===== config.mk =====
export PLATFORM = sky130hd
export DESIGN_NAME = cmprs_accum
export DESIGN_NICKNAME = d
export VERILOG_FILES = /design/src/rtl/alu_comm_pkg.sv /design/src/rtl/cmprs_3to2.sv /design/src/rtl/cmprs_accum.sv
export SDC_FILE = /design/constraint.sdc
export NUM_CORES = 1
export LEC_CHECK = 0
export ABC_AREA = 1
export BUFFER_PORTS_ARGS = -buffer_cell sky130_fd_sc_hd__buf_2
export CELL_PAD_IN_SITES_DETAIL_PLACEMENT = 2
export CELL_PAD_IN_SITES_GLOBAL_PLACEMENT = 2
export CORE_MARGIN = 5
export CORE_UTILIZATION = 30
export CTS_CLUSTER_SIZE = 20
export DETAILED_ROUTE_END_ITERATION = 8
export PLACE_DENSITY = 0.72
export SETUP_SLACK_MARGIN = 0.15
export SLEW_MARGIN = 20
export SYNTH_ARGS = -nofsm -noshare
export SYNTH_HDL_FRONTEND = slang
export SYNTH_SLANG_ARGS = --single-unit

===== constraint.sdc =====
create_clock -name clk -period 2.16 [get_ports clk]
set_clock_uncertainty 0.2 [all_clocks]
set_input_delay 0.108 -clock clk [delete_from_list [all_inputs] [get_ports clk]]
set_output_delay 0.108 -clock clk [all_outputs]
set_load 0.02 [all_outputs]

===== src/rtl/alu_comm_pkg.sv =====
`default_nettype none
// ============================================================================
// Module   : alu_comm_pkg
// Purpose  : Shared types and helpers for the ALU datapath blocks.
//            - cmprs_acc_state_e : control states of the carry-save accumulator
//            - extend_operand    : sign/zero extension of an operand to 64 bits
// Ports    : none (package)
// Revision : 1.0 - initial release
// ============================================================================
package alu_comm_pkg;

  typedef enum logic [1:0] {
    IDLE    = 2'd0,
    ACCUM   = 2'd1,
    RESOLVE = 2'd2,
    OUTPUT  = 2'd3
  } cmprs_acc_state_e;

  // Extends the low 'width' bits of 'data' to 64 bits. Callers cast the result
  // down to their own accumulator width. 'width' must be in 1..63.
  function automatic logic [63:0] extend_operand(input logic [63:0] data,
                                                 input int          width,
                                                 input logic        is_signed);
    logic [63:0] mask;
    mask           = (64'd1 << width) - 64'd1;
    extend_operand = data & mask;
    if (is_signed && data[width-1]) begin
      extend_operand = extend_operand | ~mask;
    end
  endfunction

endpackage
`default_nettype wire


===== src/rtl/cmprs_3to2.sv =====
`default_nettype none
// ============================================================================
// Module   : cmprs_3to2
// Purpose  : Row of independent full adders (3:2 compressor). Each bit column
//            reduces three inputs to a sum bit and a carry bit; no carry
//            ripples between columns.
// Ports    : a, b, c [WIDTH-1:0]  in   three addends
//            sum      [WIDTH-1:0] out  bitwise XOR of the addends
//            cout     [WIDTH-1:0] out  bitwise majority (unshifted carries)
// Revision : 1.0 - initial release
// ============================================================================
module cmprs_3to2 #(
  parameter int WIDTH = 8
) (
  input  logic [WIDTH-1:0] a,
  input  logic [WIDTH-1:0] b,
  input  logic [WIDTH-1:0] c,
  output logic [WIDTH-1:0] sum,
  output logic [WIDTH-1:0] cout
);

  for (genvar i = 0; i < WIDTH; i++) begin : g_bit
    assign sum[i]  = a[i] ^ b[i] ^ c[i];
    assign cout[i] = (a[i] & b[i]) | (a[i] & c[i]) | (b[i] & c[i]);
  end

endmodule
`default_nettype wire


===== src/rtl/cmprs_accum.sv =====
`default_nettype none
// ============================================================================
// Module   : cmprs_accum
// Purpose  : Multi-operand carry-save accumulator. Operands arrive one per
//            cycle on a valid/ready stream and are folded into a redundant
//            sum/carry pair with a 3:2 compressor row. After the last beat a
//            single carry-propagate add produces the result.
// Ports    : clk, rst                 clock / synchronous active-high reset
//            in_valid, in_ready       operand handshake
//            in_data  [WIDTH-1:0]     operand
//            in_signed                1: sign-extend, 0: zero-extend (per beat)
//            in_last                  final beat of the transaction
//            out_valid, out_ready     result handshake
//            out_data [ACC_WIDTH-1:0] sum of all beats modulo 2**ACC_WIDTH
//            out_ovf                  more than 2**GUARD beats were summed
// Revision : 1.0 - initial release
// ============================================================================
module cmprs_accum
  import alu_comm_pkg::*;
#(
  parameter int WIDTH     = 8,
  parameter int GUARD     = 4,
  parameter int ACC_WIDTH = WIDTH + GUARD
) (
  input  logic                 clk,
  input  logic                 rst,
  input  logic                 in_valid,
  output logic                 in_ready,
  input  logic [WIDTH-1:0]     in_data,
  input  logic                 in_signed,
  input  logic                 in_last,
  output logic                 out_valid,
  input  logic                 out_ready,
  output logic [ACC_WIDTH-1:0] out_data,
  output logic                 out_ovf
);

  localparam int CNT_W = GUARD + 2;
  localparam logic [CNT_W-1:0] c_beat_limit = CNT_W'(2**GUARD);

  cmprs_acc_state_e r_state;
  cmprs_acc_state_e w_next_state;

  logic [ACC_WIDTH-1:0] r_s;
  logic [ACC_WIDTH-1:0] r_c;
  logic [CNT_W-1:0]     r_count;
  logic [ACC_WIDTH-1:0] r_out_data;
  logic                 r_out_ovf;

  logic                 w_accept;
  logic                 w_release;
  logic [ACC_WIDTH-1:0] w_ext;
  logic [ACC_WIDTH-1:0] w_s_in;
  logic [ACC_WIDTH-1:0] w_c_in;
  logic [ACC_WIDTH-1:0] w_sum;
  logic [ACC_WIDTH-1:0] w_cout;
  logic [ACC_WIDTH-1:0] w_c_next;
  logic [CNT_W-1:0]     w_cnt_in;
  logic [CNT_W-1:0]     w_cnt_next;

  // Held low while reset is asserted so no beat is taken during the reset cycle.
  assign in_ready  = ~rst & ((r_state == IDLE) || (r_state == ACCUM));
  assign out_valid = (r_state == OUTPUT);
  assign out_data  = r_out_data;
  assign out_ovf   = r_out_ovf;

  assign w_accept  = in_valid & in_ready;
  assign w_release = out_valid & out_ready;

  assign w_ext = ACC_WIDTH'(extend_operand(64'(in_data), WIDTH, in_signed));

  // The first beat of a transaction must not see leftovers in s/c/count.
  assign w_s_in   = (r_state == IDLE) ? '0 : r_s;
  assign w_c_in   = (r_state == IDLE) ? '0 : r_c;
  assign w_cnt_in = (r_state == IDLE) ? '0 : r_count;

  cmprs_3to2 #(
    .WIDTH (ACC_WIDTH)
  ) u_cmprs (
    .a    (w_s_in),
    .b    (w_c_in),
    .c    (w_ext),
    .sum  (w_sum),
    .cout (w_cout)
  );

  // Carry is stored already weighted by two; the MSB carry falls off (mod 2**ACC_WIDTH).
  assign w_c_next   = {w_cout[ACC_WIDTH-2:0], 1'b0};
  assign w_cnt_next = (&w_cnt_in) ? w_cnt_in : w_cnt_in + CNT_W'(1);

  always_ff @(posedge clk) begin
    if (rst) begin
      r_state <= IDLE;
    end else begin
      r_state <= w_next_state;
    end
  end

  always_comb begin
    w_next_state = r_state;
    case (r_state)
      IDLE, ACCUM: begin
        if (w_accept) begin
          w_next_state = in_last ? RESOLVE : ACCUM;
        end
      end
      RESOLVE: w_next_state = OUTPUT;
      OUTPUT: begin
        if (w_release) begin
          w_next_state = IDLE;
        end
      end
      default: w_next_state = IDLE;
    endcase
  end

  always_ff @(posedge clk) begin
    if (rst) begin
      r_s        <= '0;
      r_c        <= '0;
      r_count    <= '0;
      r_out_data <= '0;
      r_out_ovf  <= 1'b0;
    end else begin
      if (w_accept) begin
        r_s     <= w_sum;
        r_c     <= w_c_next;
        r_count <= w_cnt_next;
      end
      if (r_state == RESOLVE) begin
        r_out_data <= r_s + r_c;
        r_out_ovf  <= (r_count > c_beat_limit);
      end
      if (w_release) begin
        r_s     <= '0;
        r_c     <= '0;
        r_count <= '0;
      end
    end
  end

endmodule
`default_nettype wire


Word-level counts from Yosys, hierarchy flattened
Cells that the tools add are included.
W data, S select, Z words.
{ "op_classes": {"addsub": 2, "order_cmp": 1, "eq_ne": 5, "muxes": 9, "bitwise_logic": 83, "reduce_logical": 7} }
{ "ops": {"columns": ["cell", "count"], "rows": [
  ["$and A1 B1 Y1", 36],
  ["$mux W12", 3],
  ["$xor A1 B1 Y1", 24],
  ["$or A1 B1 Y1", 22],
  ["$add A12 B12 Y12", 1],
  ["$mux W6", 2],
  ["$add A6 B1 Y6 const B", 1],
  ["$gt A6 B5 Y1 const B", 1],
  ["$mux W2", 3],
  ["$pmux W2 S3", 1],
  ["$reduce_and A6 Y1", 1],
  ["$eq A2 B2 Y1 const B", 2],
  ["$reduce_or A2 Y1", 2],
  ["$eq A2 B1 Y1 const B", 1],
  ["$logic_not A2 Y1", 1],
  ["$ne A2 B1 Y1 const B", 1],
  ["$ne A2 B2 Y1 const B", 1],
  ["$reduce_and A2 Y1", 1],
  ["$logic_and A1 B1 Y1", 1],
  ["$logic_or A1 B1 Y1", 1],
  ["$not A1 Y1", 1]
]} }
{ "totals": {"reg_bits": 44, "input_bits": 14, "output_inout_bits": 15} }

Depth between registers and ports, before layout
{ "logic_depth": {"ltp_word": 6, "depth_mapped": 14, "ltp_nobuf": 12} }

Hierarchy
A second synthesis with hierarchy kept.
{ "hier_totals": {"hier_cells": 381, "area_unflattened_um2": 2662.6} }
{ "modules_own_cells": {"columns": ["mod", "instances", "cells_per_inst", "area_per_inst_um2", "seq_area_each_um2"], "rows": [
  ["cmprs_accum", 1, 369, 2422.3, 880.8],
  ["cmprs_3to2", 1, 12, 240.2, 0.0]
]} }

Worst setup path before layout
No wires, ideal clock.
{ "synth_timing": {"kind": "register to register", "start": "register r_state[1]", "end": "register r_count[2]", "arrival_time_ns": 1.735, "setup_slack_ns": 0.109, "stages_incl_launch_ff": 14, "path_buffers": 2, "path_cell_list": "dfxtp_1 inv_2 nand2_4 buf_12 inv_6 buf_2 nor2_1 ha_1 nand2_1 nor2_8 a21oi_2 nand2_1 o211ai_1 inv_1"} }
{ "synth_between": {"elab_chain_len": 4, "word_cells_on_any_way": 12, "cone_classes": "add/sub: 1; eq/ne: 2; mux: 2; bitwise: 3; reduce/logical: 4"} }
{ "synth_rtl": {"columns": ["item", "line", "text"], "rows": [
  ["start: declaration", "cmprs_accum.sv:41", "cmprs_acc_state_e r_state;"],
  ["start signal: assignment", "cmprs_accum.sv:95", "r_state <= w_next_state;"],
  ["$logic_not A2 Y1 or $eq A2 B1 Y1 (tied branches)", "cmprs_accum.sv:62, cmprs_accum.sv:75", null],
  ["$mux W6 or $logic_or A1 B1 Y1 (tied branches)", "cmprs_accum.sv:75, cmprs_accum.sv:62", null],
  ["$add A6 B1 Y6 (tied with other cells)", "cmprs_accum.sv:89", "assign w_cnt_next = (&w_cnt_in) ? w_cnt_in : w_cnt_in + CNT_W'(1);"],
  ["$mux W6 or $and A1 B1 Y1 (tied branches)", "cmprs_accum.sv:89, cmprs_accum.sv:67", null],
  ["end signal: assignment", "cmprs_accum.sv:128", "r_count <= w_cnt_next;"],
  ["end: declaration", "cmprs_accum.sv:46", "logic [CNT_W-1:0] r_count;"]
]} }
Parallel ways exist; a longest one is shown, timed or not.
A chain may end at the register's enable or synchronous reset.

Worst setup path after layout
{ "layout_timing": {"start": "input port rst", "end": "register r_state[0]"} }
{ "layout_between": {"elab_chain_len": 5} }
{ "layout_rtl": {"columns": ["item", "line", "text"], "rows": [
  ["start: declaration", "cmprs_accum.sv:26", "input logic rst,"],
  ["$not A1 Y1", "cmprs_accum.sv:62", "assign in_ready = ~rst & ((r_state == IDLE) || (r_state == ACCUM));"],
  ["$and A1 B1 Y1", "cmprs_accum.sv:62", null],
  ["$and A1 B1 Y1", "cmprs_accum.sv:67", "assign w_accept = in_valid & in_ready;"],
  ["$ne A2 B2 Y1 (no line)", null, null],
  ["$reduce_and A2 Y1 (no line)", null, null]
]} }
Parallel ways exist; a longest one is shown, timed or not.

==> flow_summary.ini <==
[outcome]
status = complete, no violations

[placed_design]
gp_routability_congestion = 0.754
place.port_buffers = 28
placed_cell_area_um2 = 2920
dpl_worst_slack_ns = 0.146
detailedPlacementHpwl_um = 5800
dpl.cell_count = 500

[clock_network]
clk_transition_reported_paths_ns = 0.09
clock_latency_on_the_worst_skew_pair_ns = 0.30
cts-root-buf = sky130_fd_sc_hd__clkbuf_8
numCtsBuffers = 5
tritoncts = done
clock_path_buffers = 2
cts.htree.levels = 2
clkSinkCount = 44

[setup_path]
arrival_time_at_the_worst_endpoint_ns = 1.89
worst_path_buffer_plus_inverter_count = 3
endpoint_of_the_worst_slack_reg_to_reg_timing_path = r_count[2]
r2r_cells = 11
crit_path_end_kind = flop
worstSetupEndpoint = r_state[0]
timing.critical_path.depth = 8
crit_chain = dlygate4sd3_1 > buf_2 > nor2_2 > nand2_2 > inv_2 > o21ai_0 > nand2_1 > a21oi_1
cp_slowest_cell = sky130_fd_sc_hd__dlygate4sd3_1
r2r_startpoint = r_state[1]
r2r_setup_slack_ns = 0.26
worst-setup-path-type = input port to flop
worst_setup_path_start_kind = input port
cpPeakStageDelay_ns = 0.53
setup.worst_path.start = rst
critical-path-top-delay-family = buffers and inverters
timing.critical_path.fanout_max = 22
timing.critical_path.required_ns = 2.14

[timing]
final.hold.worst_slack_ns = 0.0321
min_period_over_period_pct = 88.2
rsz0062_at_grt = no
report.final.slew_viol_count = 0
finalSetupTns_ns = 0
worstMarginPinSlew_ns = 0.491
finalWorstSetupSlack_ns = 0.254
report.final.hold_viol_count = 0
slew_headroom_pct = 67.0
max_freq_mhz = 525
fin_crit_ns = 1.91
finalSetupViolCount = 0

[global_routing]
first_global_vias = 2666
pin_count_of_the_biggest_net_entering_global_routing = 36
grt_first_pass_wirelength_um = 13100
initial_antenna_violation_count = 0
grt.total_usage_pct = 14.6
overflow_after_grt = 0

[logic_synthesis]
ys_top_cells_by_count = sky130_fd_sc_hd__nand2_1, sky130_fd_sc_hd__nor2_1, sky130_fd_sc_hd__inv_1
ys.flop_type = sky130_fd_sc_hd__dfxtp_1
ys_warn_count = 0
synth.ff_latch_count = 44
synthArstFlopShare_pct = 0
netlist_area_before_placement_um2 = 2690
net_count_synth = 409
synth-edff-count = 0
postSynthAreaPerCell_um2 = 7.24
post_synth_main_area_contributors = sky130_fd_sc_hd__dfxtp_1, sky130_fd_sc_hd__nand2_1, sky130_fd_sc_hd__fa_1
synth_largest_area_cell = sky130_fd_sc_hd__dfxtp_1
synth.most_common_cell = sky130_fd_sc_hd__nand2_1
netlist-cell-type-count = 33
synth_seq_area_share_pct = 32.7
synth_top_area_share_pct = 32.7
netlist_instances = 372

[min_path]
hp-start = in_data[0]
hold_path_class = input port to flop

[cells_and_area]
area_growth_syn_to_layout_pct = 14.1
post_layout_nonfiller_instances = 510
final_net_count = 438
total_inserted_antenna_cells = 0
finish.instance_area_um2 = 3070
layout.core_utilization_pct = 35.2
post_route_cells_drive_above_1_share_pct = 16.9

[route]
wire_per_inst_um = 15.4
post_drt_antenna_nets = 0
drcViolationCount = 0
routed_via_density = 4.79
route.final.wire_length_um = 7860
number_of_detailed_routing_iterations_run_before_antenna_repair = 4
drt-initial-drc-count = 66
num_vias = 2445

[power]
power.share.combinational_pct = 22.4
power.share.clock_pct = 29.7
p_seq_share_pct = 47.9
cellLeakagePower_nw = 1.45
switchingPower_mw = 0.623
internal-power_mw = 1.27
total_power_mw = 1.89
power_per_unit_of_standard_cell_area_nw_per_um2 = 615
switching_share_pct = 33.0
irDropWorstVdd_uv = 196

[floorplan]
ioPinCount = 29
floorplan.die_area_um2 = 11000
dieWidth_um = 105
core.rowCount = 34
fp.coreArea_um2 = 8720
die_height_um = 105
initial_cell_density_of_the_core_pct = 30.9

[job]
max_cap_violations = 0
## power groups by stage
stage / sequential [mW] / combinational (mW) / clock [mW]
finish: 0.905 / 0.424 / 0.562
global route: 0.914 / 0.481 / 0.622
CTS: 0.906 / 0.426 / 0.592
detailed placement: 0.924 / 0.415 / 0
global placement: 0.922 / 0.397 / 0
floorplan: 0.936 / 0.280 / 0
## worst min-delay path, delay by kind of cell
kind | cells | cell delay, ns
AOI/OAI and AO/OA | 2 | 0.17
adders and majority gates | 1 | 0.13
buffers and inverters | 1 | 0.09
## state kept, by name (all words and copies together) (netlist names)
register,count
r_state,2
out_ovf,1
r_s,12
r_count,6
r_c,11
out_data,12
## worst min path at each step
stage | endpoint | slack, ns | cells after the start
after floorplan | in_ready | 0.07 | 1
after global placement | r_state[1] | 0.25 | 3
after detailed placement | r_state[0] | 0.26 | 4
after CTS | r_s[0] | 0.02 | 4
after global routing | r_s[0] | 0.08 | 4
final | r_s[0] | 0.03 | 4
## per-layer routing
layer  wire length, µm  track usage, %
met2              3990            25.5
met1              3590            18.6
met4               105            3.29
met5                 0               0
met3               172            2.53
## what timing repair did
action                                 4_1_cts  5_1_grt
resized for setup                            2       11
pin swaps                                    0        1
hold buffers                                 2        0
setup endpoints to repair                    4       13
endpoints found under the hold margin        1        0
setup buffers                                0        0
## cell type report
| type | instances | area (µm²) |
|---|---|---|
| inverters | 55 | 214 |
| clock buffers | 7 | 86.3 |
| fillers | 1054 | 5650 |
| repair buffers | 34 | 190 |
| clock inverters | 1 | 7.51 |
| well taps | 108 | 135 |
| flip-flops and latches | 44 | 888 |
| multi-input cells | 261 | 1550 |
## kinds of logic after synthesis
family,after synthesis,share of synthesized area (%)
xor gates and xnor gates,6,1.95
buffers and inverters,67,11.0
and+or+nand+nor,150,24.6
AOI/OAI and AO/OA,82,16.0
adders and majority gates,23,13.8
DFF,44,32.7
## cells in the final DEF, fill, tap and decap left out, types with 2 or more instances in the layout
cell / count
sky130_fd_sc_hd__a21oi_1: 34
sky130_fd_sc_hd__a21oi_2: 3
sky130_fd_sc_hd__buf_2: 28
sky130_fd_sc_hd__buf_4: 4
sky130_fd_sc_hd__clkbuf_8: 6
sky130_fd_sc_hd__dfxtp_1: 42
sky130_fd_sc_hd__dfxtp_4: 2
sky130_fd_sc_hd__dlygate4sd3_1: 2
sky130_fd_sc_hd__fa_1: 10
sky130_fd_sc_hd__ha_1: 11
sky130_fd_sc_hd__inv_1: 49
sky130_fd_sc_hd__inv_2: 5
sky130_fd_sc_hd__nand2_1: 66
sky130_fd_sc_hd__nand2_2: 4
sky130_fd_sc_hd__nand2_4: 2
sky130_fd_sc_hd__nand3_1: 18
sky130_fd_sc_hd__nand4_1: 2
sky130_fd_sc_hd__nor2_1: 50
sky130_fd_sc_hd__nor2_2: 2
sky130_fd_sc_hd__nor2_4: 3
sky130_fd_sc_hd__o21ai_0: 13
sky130_fd_sc_hd__o21ai_1: 26
sky130_fd_sc_hd__xnor2_1: 2
sky130_fd_sc_hd__xor2_1: 4
(Power assumes the default switching activity.)
